### src/rtl/alu_ctrl_pipe_pkg.sv
// Shared encodings for the ALU control decoder and its pipeline:
// ALU_Op classes, ALU control codes and the two funct7 patterns of interest.
package alu_ctrl_pipe_pkg;

  // ALU_Op instruction classes
  localparam logic [1:0] OP_LDST = 2'b00;
  localparam logic [1:0] OP_BR   = 2'b01;
  localparam logic [1:0] OP_R    = 2'b10;
  localparam logic [1:0] OP_I    = 2'b11;

  // Native 4-bit ALU control codes; wider Control_out zero-extends these
  localparam int CODE_W = 4;

  localparam logic [CODE_W-1:0] CTRL_AND  = 4'b0000;
  localparam logic [CODE_W-1:0] CTRL_OR   = 4'b0001;
  localparam logic [CODE_W-1:0] CTRL_ADD  = 4'b0010;
  localparam logic [CODE_W-1:0] CTRL_XOR  = 4'b0011;
  localparam logic [CODE_W-1:0] CTRL_SLL  = 4'b0100;
  localparam logic [CODE_W-1:0] CTRL_SRL  = 4'b0101;
  localparam logic [CODE_W-1:0] CTRL_SUB  = 4'b0110;
  localparam logic [CODE_W-1:0] CTRL_SRA  = 4'b0111;
  localparam logic [CODE_W-1:0] CTRL_SLT  = 4'b1000;
  localparam logic [CODE_W-1:0] CTRL_SLTU = 4'b1001;

  // funct7 patterns: base encoding and the SUB/SRA alternate
  localparam logic [6:0] F7_ZERO = 7'b0000000;
  localparam logic [6:0] F7_ALT  = 7'b0100000;

endpackage

### src/rtl/alu_ctrl_pipe_decode.sv
// Combinational ALU control decoder. Unmatched encodings fall back to ADD
// and raise o_illegal so the datapath always sees a harmless operation.
module alu_ctrl_decode
  import alu_ctrl_pipe_pkg::*;
#(
  parameter int EXT_EN = 1
) (
  input  logic [1:0]        i_alu_op,
  input  logic [6:0]        i_fun7,
  input  logic [2:0]        i_fun3,
  output logic [CODE_W-1:0] o_code,
  output logic              o_illegal
);

  // Decode the instruction class, then funct7/funct3 where they matter
  always_comb begin
    o_code    = CTRL_ADD;
    o_illegal = 1'b0;
    case (i_alu_op)
      OP_LDST: o_code = CTRL_ADD;
      OP_BR:   o_code = CTRL_SUB;
      OP_R: begin
        o_illegal = 1'b1;
        case ({i_fun7, i_fun3})
          {F7_ZERO, 3'b000}: begin o_code = CTRL_ADD; o_illegal = 1'b0; end
          {F7_ALT,  3'b000}: begin o_code = CTRL_SUB; o_illegal = 1'b0; end
          {F7_ZERO, 3'b111}: begin o_code = CTRL_AND; o_illegal = 1'b0; end
          {F7_ZERO, 3'b110}: begin o_code = CTRL_OR;  o_illegal = 1'b0; end
          {F7_ZERO, 3'b100}: if (EXT_EN != 0) begin o_code = CTRL_XOR;  o_illegal = 1'b0; end
          {F7_ZERO, 3'b001}: if (EXT_EN != 0) begin o_code = CTRL_SLL;  o_illegal = 1'b0; end
          {F7_ZERO, 3'b101}: if (EXT_EN != 0) begin o_code = CTRL_SRL;  o_illegal = 1'b0; end
          {F7_ALT,  3'b101}: if (EXT_EN != 0) begin o_code = CTRL_SRA;  o_illegal = 1'b0; end
          {F7_ZERO, 3'b010}: if (EXT_EN != 0) begin o_code = CTRL_SLT;  o_illegal = 1'b0; end
          {F7_ZERO, 3'b011}: if (EXT_EN != 0) begin o_code = CTRL_SLTU; o_illegal = 1'b0; end
          default: ;
        endcase
      end
      OP_I: begin
        o_illegal = 1'b1;
        if (EXT_EN != 0) begin
          // Immediate forms ignore funct7 except for the shifts, where it
          // selects logical vs arithmetic right shift.
          case (i_fun3)
            3'b000: begin o_code = CTRL_ADD;  o_illegal = 1'b0; end
            3'b111: begin o_code = CTRL_AND;  o_illegal = 1'b0; end
            3'b110: begin o_code = CTRL_OR;   o_illegal = 1'b0; end
            3'b100: begin o_code = CTRL_XOR;  o_illegal = 1'b0; end
            3'b010: begin o_code = CTRL_SLT;  o_illegal = 1'b0; end
            3'b011: begin o_code = CTRL_SLTU; o_illegal = 1'b0; end
            3'b001: if (i_fun7 == F7_ZERO) begin o_code = CTRL_SLL; o_illegal = 1'b0; end
            3'b101: begin
              if (i_fun7 == F7_ZERO) begin
                o_code    = CTRL_SRL;
                o_illegal = 1'b0;
              end else if (i_fun7 == F7_ALT) begin
                o_code    = CTRL_SRA;
                o_illegal = 1'b0;
              end
            end
            default: ;
          endcase
        end
      end
      default: ;
    endcase
  end

endmodule

### src/rtl/alu_ctrl_pipe.sv
// ALU control decoder followed by a STAGES-deep valid/ready register pipeline
// carrying code, illegal flag and tag, plus a saturating illegal-beat counter.
module alu_ctrl_pipe
  import alu_ctrl_pipe_pkg::*;
#(
  parameter int STAGES = 1,
  parameter int CTRL_W = 4,
  parameter int EXT_EN = 1,
  parameter int TAG_W  = 4,
  parameter int ERR_W  = 8
) (
  input  logic              clk,
  input  logic              rst,
  input  logic              in_valid,
  output logic              in_ready,
  input  logic [1:0]        ALU_Op,
  input  logic [6:0]        fun7,
  input  logic [2:0]        fun3,
  input  logic [TAG_W-1:0]  in_tag,
  output logic              out_valid,
  input  logic              out_ready,
  output logic [CTRL_W-1:0] Control_out,
  output logic              illegal,
  output logic [TAG_W-1:0]  out_tag,
  input  logic              err_clr,
  output logic [ERR_W-1:0]  err_cnt
);

  if (STAGES < 1 || STAGES > 4) begin : g_bad_stages
    $error("alu_ctrl_pipe: STAGES must be 1..4");
  end
  if (CTRL_W < CODE_W) begin : g_bad_ctrl_w
    $error("alu_ctrl_pipe: CTRL_W must be at least 4");
  end

  logic [CODE_W-1:0] w_dec_code;
  logic              w_dec_ill;
  logic              w_acc;

  logic [STAGES-1:0] w_rdy;
  logic [STAGES-1:0] w_src_vld;
  logic [STAGES-1:0] w_src_ill;
  logic [CODE_W-1:0] w_src_code [STAGES];
  logic [TAG_W-1:0]  w_src_tag  [STAGES];

  logic [STAGES-1:0] r_vld;
  logic [STAGES-1:0] r_ill;
  logic [CODE_W-1:0] r_code [STAGES];
  logic [TAG_W-1:0]  r_tag  [STAGES];
  logic [ERR_W-1:0]  r_err_cnt;

  alu_ctrl_decode #(
    .EXT_EN(EXT_EN)
  ) u_decode (
    .i_alu_op  (ALU_Op),
    .i_fun7    (fun7),
    .i_fun3    (fun3),
    .o_code    (w_dec_code),
    .o_illegal (w_dec_ill)
  );

  // Ready ripples back from out_ready: a stage can load when it is empty or
  // its occupant leaves on the same edge.
  always_comb begin
    logic w_chain;
    w_chain = out_ready;
    w_rdy   = '0;
    for (int k = STAGES - 1; k >= 0; k--) begin
      w_chain  = ~r_vld[k] | w_chain;
      w_rdy[k] = w_chain;
    end
  end

  // Source of each stage: decoder output for the first, previous stage otherwise
  always_comb begin
    w_src_vld     = '0;
    w_src_ill     = '0;
    for (int k = 0; k < STAGES; k++) begin
      w_src_code[k] = '0;
      w_src_tag[k]  = '0;
    end
    w_src_vld[0]  = in_valid;
    w_src_ill[0]  = w_dec_ill;
    w_src_code[0] = w_dec_code;
    w_src_tag[0]  = in_tag;
    for (int k = 1; k < STAGES; k++) begin
      w_src_vld[k]  = r_vld[k-1];
      w_src_ill[k]  = r_ill[k-1];
      w_src_code[k] = r_code[k-1];
      w_src_tag[k]  = r_tag[k-1];
    end
  end

  // Stage registers; payload only captured with a valid beat so a draining
  // output keeps its last value instead of toggling.
  always_ff @(posedge clk or posedge rst) begin
    if (rst) begin
      r_vld <= '0;
      r_ill <= '0;
      for (int k = 0; k < STAGES; k++) begin
        r_code[k] <= '0;
        r_tag[k]  <= '0;
      end
    end else begin
      for (int k = 0; k < STAGES; k++) begin
        if (w_rdy[k]) begin
          r_vld[k] <= w_src_vld[k];
          if (w_src_vld[k]) begin
            r_ill[k]  <= w_src_ill[k];
            r_code[k] <= w_src_code[k];
            r_tag[k]  <= w_src_tag[k];
          end
        end
      end
    end
  end

  assign w_acc = in_valid & w_rdy[0];

  // Saturating count of accepted illegal beats; clear wins over increment
  always_ff @(posedge clk or posedge rst) begin
    if (rst) begin
      r_err_cnt <= '0;
    end else if (err_clr) begin
      r_err_cnt <= '0;
    end else if (w_acc && w_dec_ill && (r_err_cnt != '1)) begin
      r_err_cnt <= r_err_cnt + ERR_W'(1);
    end
  end

  assign in_ready    = w_rdy[0];
  assign out_valid   = r_vld[STAGES-1];
  assign illegal     = r_ill[STAGES-1];
  assign out_tag     = r_tag[STAGES-1];
  assign Control_out = CTRL_W'(r_code[STAGES-1]);
  assign err_cnt     = r_err_cnt;

endmodule

### config.mk
export PLATFORM = sky130hd
export DESIGN_NAME = alu_ctrl_pipe
export DESIGN_NICKNAME = d
export VERILOG_FILES = /design/src/rtl/alu_ctrl_pipe_pkg.sv /design/src/rtl/alu_ctrl_pipe_decode.sv /design/src/rtl/alu_ctrl_pipe.sv
export SDC_FILE = /design/constraint.sdc
export NUM_CORES = 1
export LEC_CHECK = 0
export ABC_AREA = 1
export CORE_UTILIZATION = 50
export CTS_BUF_LIST = sky130_fd_sc_hd__clkbuf_8
export CTS_CLUSTER_DIAMETER = 50
export DETAILED_ROUTE_END_ITERATION = 7
export GPL_TIMING_DRIVEN = 0
export PLACE_DENSITY_LB_ADDON = 0.2
export SYNTH_ARGS = -nofsm -noshare
export SYNTH_HDL_FRONTEND = slang
export SYNTH_SLANG_ARGS = --single-unit
### constraint.sdc
create_clock -name clk -period 2.6 [get_ports clk]
set_input_delay 0.39 -clock clk [delete_from_list [all_inputs] [get_ports clk]]
set_output_delay 0.39 -clock clk [all_outputs]
set_load 0.03 [all_outputs]
==> results.sh <==
export IMPL_outcome="completed"
export IMPL_cts_tree="done"
export IMPL_h_tree_depth=1
export IMPL_worstPathRequired_ns=2.21
export IMPL_final_cell_mix="57 x nand2_1, 37 x clkdlybuf4s50_1, 21 x nand3_1"
export IMPL_synth_edf_count=0
export IMPL_worst_slew_pin_slew_ns=0.6853
export IMPL_switching_power_uw=255.9
export IMPL_startpoint="out_ready"
export IMPL_hpwl_mm=2.170
export IMPL_ys_flop_type="dfrtp_1"
export IMPL_cp_end_kind="primary output"
export IMPL_ant_nets=0
export IMPL_cts_post_setup_buffers_inserted=0
export IMPL_r2r_start="err_cnt[0]$_DFFE_PP0P_"
export IMPL_cp_arrival_ns=1.65
export IMPL_pwr_share_clk_pct=29.2
export IMPL_dieHeight_um=50.01
export IMPL_root_buffer="clkbuf_8"
export IMPL_synth_async_reset_ratio_pct=100.0
export IMPL_route_detailed_drc=0
export IMPL_syn_area_um2=1152
export IMPL_critPathMaxFanout=3
export IMPL_via_count=1246
export IMPL_slowest_stage="clkdlybuf4s50_1"
export IMPL_worstSkewPairLatency_ns=0.25
export IMPL_min_period_ns=2.044
export IMPL_worstHoldPathType="in2reg"
export IMPL_grt_max_degree=19
export IMPL_cts_sinks=18
export IMPL_intPower_uw=541.3
export IMPL_cts_buffers_inserted=3
export IMPL_synthCells=167
export IMPL_n_antenna_cell=0
export IMPL_start_util_pct=52.60
export IMPL_die_area_um2=2501
export IMPL_postCtsHoldBufs=0
export IMPL_syn_area_per_cell_um2=6.900
export IMPL_min_from="fun3[1]"
export IMPL_max_freq_mhz=489.2
export IMPL_period_share_pct=78.63
export IMPL_gp_congestion=0.8215
export IMPL_layout_commonest_cell="nand2_1"
export IMPL_wl_per_cell_um=12.61
export IMPL_synth_warnings=0
export IMPL_synth_seq_cells=18
export IMPL_setup_viol=0
export IMPL_hold_violations=0
export IMPL_comb_power_share_pct=29.9
export IMPL_drtIter0Drc=48
export IMPL_drive_gt1_share_pct=7.212
export IMPL_cts_buffer_depth=2
export IMPL_io_pins=40
export IMPL_finClkSkew_ns=0.0007098
export IMPL_totalWireLength_mm=2.976
export IMPL_dr_pass1_iters=4
export IMPL_utilization_pct=73.62
export IMPL_rsz0062_at_grt="no"
export IMPL_port_buffers=37
export IMPL_power_density_nw_per_um2=494.3
export IMPL_grt_pass1_vias=1288
export IMPL_tns_ns=0
export IMPL_seq_area_frac_synth_pct=39.09
export IMPL_grt_pass1_wl_mm=5.285
export IMPL_crit_path_frequent_cell="clkdlybuf4s50_1"
export IMPL_core_area_um2=2191
export IMPL_start_kind="input pin"
export IMPL_slew_headroom_pct=54.26
export IMPL_grtUsageTotal_pct=27.83
export IMPL_area_delta_synth_final_pct=39.96
export IMPL_std_cell_rows=17
export IMPL_yosysUniqueCellTypes=26
export IMPL_num_nets_final=231
export IMPL_cap_violations=0
export IMPL_globalRouteOverflowTotal=0
export IMPL_p_seq_share_pct=40.9
export IMPL_leakagePower_uw=0.0007840
export IMPL_clk_pin_slew_ns=0.07
export IMPL_die_x_um=50.01
export IMPL_cpPeakStageDelay_ns=0.68
export IMPL_cts_repair_resized=0
export IMPL_drv_slew=0
export IMPL_antenna_found_initial=0
export IMPL_cp_cell_sequence="clkdlybuf4s50_1, inv_1, nand2_1, clkdlybuf4s50_1"
export IMPL_via_per_inst=5.280
export IMPL_vdd_drop_max_mv=0.3158
export IMPL_critPathKind="in2out"
export IMPL_syn_nets=189
export IMPL_swShare_pct=32.10
[area by class of cell]
class | count | area [µm²]
buffer | 3 | 18.77
sequential | 18 | 450.4
fill | 184 | 578.1
clock buffer | 4 | 55.05
multi-input combinational | 125 | 604.3
tap | 28 | 35.03
inverter | 21 | 78.83
timing repair buffer | 37 | 370.4
[power by group through the flow]
stage	logic, µW	registers, µW	clock network (µW)
global route	259	329	245
floorplan	77.9	383	0
CTS	240	326	236
global placement	231	329	0
detailed placement	238	331	0
finish	239	326	233
[worst max-delay path: cells and delay by family]
kind | cells | cell delay [ns]
AND/OR/NAND/NOR | 1 | 0.09
buffers and inverters | 3 | 1.17
[cells in the mapped netlist (all sizes together) (2+ instances only)]
master	count	share of area, %
clkbuf	2	0.65
clkinv	2	0.65
dfrtp	18	39
inv	19	6.2
nand2	59	20
nand3	22	11
nor2	23	8.4
nor3	3	1.7
o211ai	2	1.3
o21ai	4	1.7
xnor2	2	1.5
xor2	4	3.0
[routing by layer]
layer	GRT usage (%)	share of wire, %
met1	30.86	40
met2	50.67	51
met3	4.321	6.0
met4	13.33	2.8
met5	0	0
[stage by stage]
stage / cell area (µm²) / power [µW] / setup WS (ns) / hold slack [ns] / std cells
finish: 1613 / 797.2 / 0.5557 / 0.4216 / 236
global placement: 1558 / 559.9 / 0.5504 / 0.4610 / 232
global route: 1613 / 832.4 / 0.5182 / 0.4194 / 236
detailed placement: 1558 / 568.9 / 0.4432 / 0.4697 / 232
CTS: 1613 / 801.8 / 0.5362 / 0.4134 / 236
floorplan: 1152 / 461.1 / 0.8599 / 0.3286 / 167
[worst paths after layout]
check                                                   to  slack (ns)  depth (start not counted)
min in group asynchronous           out_tag[0]$_DFFE_PP0P_        0.53                          2
worst max register to register      err_cnt[0]$_DFFE_PP0P_        0.85                          8
worst max-delay path                              in_ready        0.56                          4
worst min register to register      out_tag[2]$_DFFE_PP0P_        0.48                          2
max in group asynchronous       Control_out[1]$_DFFE_PP0P_        1.63                          2
worst min-delay path            Control_out[3]$_DFFE_PP0P_        0.42                          3
[registers in the layout, indices dropped and copies added, names as in the netlist]
| register | cells |
|---|---|
| Control_out | 4 |
| err_cnt | 8 |
| illegal | 1 |
| out_tag | 4 |
| out_valid | 1 |
[cells by family after synthesis]
family          synth area share (%)
compound gates                 5.428
simple gates                   41.37
buf+inv                        8.470
flops                          39.09
xor+xnor                       4.560
fa+ha+maj                      1.086
No activity file was read; power rests on OpenSTA's default activity.
